File: config.mk
export PLATFORM = sky130hd
export DESIGN_NAME = ex_div
export DESIGN_NICKNAME = d
export VERILOG_FILES = /design/src/rtl/ex_div.sv
export SDC_FILE = /design/constraint.sdc
export NUM_CORES = 1
export LEC_CHECK = 0
export ABC_AREA = 1
export BUFFER_PORTS_ARGS = -buffer_cell sky130_fd_sc_hd__clkbuf_2
export CORE_MARGIN = 1
export CORE_UTILIZATION = 45
export DETAILED_ROUTE_END_ITERATION = 8
export GPL_TIMING_DRIVEN = 0
export SLEW_MARGIN = 10
export SYNTH_ARGS = -nofsm -noshare
export SYNTH_HDL_FRONTEND = slang
export SYNTH_SLANG_ARGS = --single-unit
File: constraint.sdc
create_clock -name clk -period 9.18 [get_ports clk]
set_input_delay 2.754 -clock clk [delete_from_list [all_inputs] [get_ports clk]]
set_output_delay 2.754 -clock clk [all_outputs]
set_load 0.02 [all_outputs]
File: src/rtl/ex_div.sv
// Iterative radix-2 restoring divider for RV32M DIV/DIVU/REM/REMU in the EX stage.
// Latency: 32 steps after launch (ready_o in the cycle after the last step); divide-by-zero and overflow finish in 1.
// Backpressure: busy_o holds the pipeline from launch through CALC; flush_i aborts silently; start_i ignored outside IDLE.
module ex_div #(
  parameter int XLEN = 32
) (
  input  logic            clk,
  input  logic            rst,
  input  logic            start_i,
  input  logic [2:0]      op_i,
  input  logic [XLEN-1:0] dividend_i,
  input  logic [XLEN-1:0] divisor_i,
  input  logic [4:0]      reg_waddr_i,
  input  logic            flush_i,
  output logic            busy_o,
  output logic            ready_o,
  output logic [XLEN-1:0] result_o,
  output logic [4:0]      reg_waddr_o
);

  localparam int CW = $clog2(XLEN);
  localparam logic [CW-1:0] CNT_LAST = CW'(XLEN - 1);

  typedef enum logic [1:0] {S_IDLE, S_CALC, S_DONE} state_t;

  state_t          state_q, state_d;
  logic [CW-1:0]   cnt_q, cnt_d;
  logic [XLEN-1:0] rem_q, rem_d;        // partial remainder
  logic [XLEN-1:0] quot_q, quot_d;      // dividend magnitude shifting out, quotient bits shifting in
  logic [XLEN-1:0] dvs_q, dvs_d;        // divisor magnitude
  logic            want_rem_q, want_rem_d;
  logic            neg_quot_q, neg_quot_d;
  logic            neg_rem_q, neg_rem_d;
  logic [4:0]      rd_q, rd_d;          // rd of the op in flight
  logic [XLEN-1:0] result_q, result_d;
  logic [4:0]      waddr_q, waddr_d;    // rd of the last completed op

  // Operand decode at launch: signedness, magnitudes and the two special cases
  logic            signed_op, a_neg, b_neg, div_zero, ovf;
  logic [XLEN-1:0] a_mag, b_mag;

  always_comb begin
    signed_op = op_i[2] & ~op_i[0];
    a_neg     = signed_op & dividend_i[XLEN-1];
    b_neg     = signed_op & divisor_i[XLEN-1];
    a_mag     = a_neg ? -dividend_i : dividend_i;
    b_mag     = b_neg ? -divisor_i : divisor_i;
    div_zero  = (divisor_i == '0);
    ovf       = signed_op && (dividend_i == {1'b1, {(XLEN-1){1'b0}}}) && (divisor_i == '1);
  end

  // One restoring step: shift in the next dividend bit, trial-subtract, keep or restore
  logic [XLEN:0]   rem_shift, trial;
  logic            q_bit;
  logic [XLEN-1:0] rem_step, quot_step, quot_fix, rem_fix;

  always_comb begin
    rem_shift = {rem_q, quot_q[XLEN-1]};
    trial     = rem_shift - {1'b0, dvs_q};
    q_bit     = ~trial[XLEN];
    rem_step  = q_bit ? trial[XLEN-1:0] : rem_shift[XLEN-1:0];
    quot_step = {quot_q[XLEN-2:0], q_bit};
    quot_fix  = neg_quot_q ? -quot_step : quot_step;
    rem_fix   = neg_rem_q ? -rem_step : rem_step;
  end

  // Next-state and datapath control; flush wins over launch and over completion
  always_comb begin
    state_d    = state_q;
    cnt_d      = cnt_q;
    rem_d      = rem_q;
    quot_d     = quot_q;
    dvs_d      = dvs_q;
    want_rem_d = want_rem_q;
    neg_quot_d = neg_quot_q;
    neg_rem_d  = neg_rem_q;
    rd_d       = rd_q;
    result_d   = result_q;
    waddr_d    = waddr_q;
    case (state_q)
      S_IDLE: begin
        if (!flush_i && start_i) begin
          want_rem_d = op_i[1];
          neg_quot_d = a_neg ^ b_neg;
          neg_rem_d  = a_neg;
          quot_d     = a_mag;
          dvs_d      = b_mag;
          rem_d      = '0;
          cnt_d      = '0;
          rd_d       = reg_waddr_i;
          if (div_zero) begin
            result_d = op_i[1] ? dividend_i : '1;
            waddr_d  = reg_waddr_i;
            state_d  = S_DONE;
          end else if (ovf) begin
            result_d = op_i[1] ? '0 : dividend_i;
            waddr_d  = reg_waddr_i;
            state_d  = S_DONE;
          end else begin
            state_d = S_CALC;
          end
        end
      end
      S_CALC: begin
        if (flush_i) begin
          state_d = S_IDLE;
        end else begin
          rem_d  = rem_step;
          quot_d = quot_step;
          cnt_d  = cnt_q + CW'(1);
          if (cnt_q == CNT_LAST) begin
            result_d = want_rem_q ? rem_fix : quot_fix;
            waddr_d  = rd_q;
            state_d  = S_DONE;
          end
        end
      end
      S_DONE:  state_d = S_IDLE;
      default: state_d = S_IDLE;
    endcase
  end

  // State and datapath registers, cleared asynchronously
  always_ff @(posedge clk or negedge rst) begin
    if (!rst) begin
      state_q    <= S_IDLE;
      cnt_q      <= '0;
      rem_q      <= '0;
      quot_q     <= '0;
      dvs_q      <= '0;
      want_rem_q <= 1'b0;
      neg_quot_q <= 1'b0;
      neg_rem_q  <= 1'b0;
      rd_q       <= '0;
      result_q   <= '0;
      waddr_q    <= '0;
    end else begin
      state_q    <= state_d;
      cnt_q      <= cnt_d;
      rem_q      <= rem_d;
      quot_q     <= quot_d;
      dvs_q      <= dvs_d;
      want_rem_q <= want_rem_d;
      neg_quot_q <= neg_quot_d;
      neg_rem_q  <= neg_rem_d;
      rd_q       <= rd_d;
      result_q   <= result_d;
      waddr_q    <= waddr_d;
    end
  end

  // Hold is combinational so id_ex freezes in the launch cycle; released in DONE
  always_comb begin
    busy_o      = ((state_q == S_IDLE) && start_i && !flush_i) || (state_q == S_CALC);
    ready_o     = (state_q == S_DONE);
    result_o    = result_q;
    reg_waddr_o = waddr_q;
  end

endmodule
==> flow_summary_export.csv <==
group,metric,value,unit
global_routing,grt_max_degree,87,
cells_and_area,layout-drive-gt1-share,10.4,%
die,die_height,174,um
synthesis,avgSynthCellArea,6.20,um^2
timing,finalHoldViolCount,0,
global_routing,globalRouteTotalUtil,32.7,%
timing,slew_headroom,40.3,%
synthesis,synth_enable_flop_cells,0,
critical_path,regToRegStartpoint,"quot_q[31]",
status,run_status,"finished, final reports clean",
synthesis,synth.net_count,2264,
place,placement.cell_area,14400,um^2
routing,vias_per_cell,5.54,
cts,clkLatencyLatePin,460,ps
hold_path,instance_count_along_the_most_critical_hold_path,2,
routing,first_iter_violations,1620,
critical_path,crit_path_max_incr_delay,500,ps
timing,fmaxAchievable,142,MHz
critical_path,timing.critical_path.fanout_max,10,
critical_path,cp_data_arrival_time,4290,ps
global_routing,grt_antenna_before_repair,1,
hold_path,worst_hold_path_type,"flop to flop",
die,initial_core_util,46.0,%
cells_and_area,antenna-diode-count,0,
place,half_perimeter_wire_length_after_placement,39.7,mm
place,placement.io_buffers,114,
critical_path,timing.critical_path.slowest_stage_cell,"sky130_fd_sc_hd__clkbuf_1",
cts,cts-resized-gates,0,
routing,drc,0,
cells_and_area,final_core_utilization,51.8,%
cells_and_area,layout-area-overhead-vs-synth,12.6,%
critical_path,worstSetupStartpointType,"primary input",
synthesis,post_synth_instance_area,13300,um^2
routing,route.final.wire_length,49.0,mm
synthesis,synth_cell_type_count,52,
routing,dr.pass1.iters,8,
timing,fin_ws,2130,ps
cts,postCtsSetupBuffers,0,
timing,final.setup.tns,0,ps
timing,final_period_minus_worst_setup_slack,7050,ps
place,pre_cts_slack,2130,ps
die,rows,62,
hold_path,hold_path_end,"result_o[28]",
timing,drv_slew,0,
cts,cts_max_path_buffers,2,
cells_and_area,fin_nets,2398,
synthesis,synth_async_sr_flop_share,100,%
timing,rsz_0062_raised_after_global_routing,"no",
die,fp.dieArea,30300,um^2
critical_path,worstPathCellList,"clkbuf_2, nor2_1, nand2_1, clkbuf_1, clkbuf_1, nand2_1, clkbuf_2",
global_routing,vias_in_the_first_global_route,13700,
critical_path,r2r-end,"result_o[28]",
synthesis,synth_sequential_area_ratio,27.8,%
timing,finClkSkew,14.8,ps
routing,routed-via-count,14800,
cts,cts_made_buffers,17,
cts,numClockSinks,148,
cts,cts_htree_levels,4,
synthesis,ys_ff_latch,148,
synthesis,post_synth_inst_count,2148,
timing,period_share,76.8,%
place,routabilityCongestion,0.965,
synthesis,synth-main-ff-cell,"sky130_fd_sc_hd__dfrtp_1",
job,timing.max_cap.violations,0,
cells_and_area,layout.cells.most_common,"sky130_fd_sc_hd__nand2_1",
global_routing,globalRouteOverflowTotal,0,
routing,route.antenna.remaining_nets,0,
cts,cts-root-buf,"sky130_fd_sc_hd__clkbuf_16",
cts,cts_tree,"done",
routing,post_drt_wl_per_cell,18.3,um
cells_and_area,post-route-cell-area,15000,um^2
die,fp.dieW,174,um
cells_and_area,layout_common_cells,"647 x sky130_fd_sc_hd__nand2_1, 280 x sky130_fd_sc_hd__inv_1, 206 x sky130_fd_sc_hd__o21ai_0",
hold_path,hold_start,"result_o[28]",
die,floorplan.io_pins,115,
critical_path,worst_r2r_path_depth,32,
timing,setup_viol_count_final,0,
timing,worst-slew-pin-transition,895,ps
die,coreArea,28900,um^2
critical_path,timing.reg2reg.setup_slack,3910,ps
synthesis,ys_warn_count,0,
critical_path,setup.worst_path.end_class,"output pin",
cts,cts.reportedPaths.clkPinSlew,60,ps
global_routing,grt_pass1_wl,75.9,mm
critical_path,worst_ep_required_time,6430,ps
critical_path,worst-setup-path-type,"primary input to output pin",
cts,holdBufCountCts,0,
[critical path, delay by kind of cell]
family	cells	cell delay (ps)
and+or+nand+nor	3	320
buffers and inverters	4	1210
[cell usage after synthesis, drive strengths merged (28+ instances only)]
master,count,area share (%)
nand2,679,20
xor2,42,2.8
nor3,45,1.9
clkbuf,55,1.6
buf,28,1.5
inv,288,8.1
o22ai,30,1.4
a21oi,125,4.9
o21ai,224,8.6
ha,39,3.7
dfrtp,148,28
nand3,135,5.3
nor2,196,5.9
[flip-flops by register name (all words and copies together) (netlist names)]
name	count
dvs_q	32
rd_q	5
cnt_q	5
result_o	32
reg_waddr_o	5
quot_q	32
rem_q	32
want_rem_q	1
neg_quot_q	1
state_q	2
neg_rem_q	1
[cells by family after synthesis]
group	synth area share [%]
AO/OA/AOI/OAI	18.2
XOR/XNOR	3.95
adder cells (fa/ha/maj)	3.82
buffers and inverters	11.3
flip-flops	27.8
AND/OR/NAND/NOR	35.0
[final cells by class]
class / instances / area (um^2)
Fill cell: 3077 / 13900
Multi-Input combinational cell: 1626 / 8110
Timing Repair Buffer: 115 / 607
Inverter: 291 / 1090
Tap cell: 384 / 480
Sequential cell: 148 / 3700
Clock buffer: 19 / 453
Clock inverter: 12 / 143
Buffer: 83 / 409
[stage by stage]
step	hold slack, ps	instances
floorplan	449	2148
global placement	462	2646
detailed placement	464	2647
CTS	482	2678
global route	501	2678
finish	476	2678
[worst max path at each step]
stage                     startpoint  cells past startpoint  slack [ps]  endpoint
final                        flush_i                      7        2130    busy_o
after global routing         flush_i                      7        2020    busy_o
after CTS                    flush_i                      7        2120    busy_o
after detailed placement     flush_i                      7        2130    busy_o
after global placement       flush_i                      7        2160    busy_o
after floorplan              start_i                      6        2820    busy_o
[metal layers]
metal  GRT usage [%]  share of wire [%]
met2            50.0                 44
met1            47.5                 47
met4            7.71                1.7
met3            5.69                7.0
met5               0                  0
Power is not shown: default switching activity piles up to over one toggle a cycle in this logic, so the estimate is an artifact.
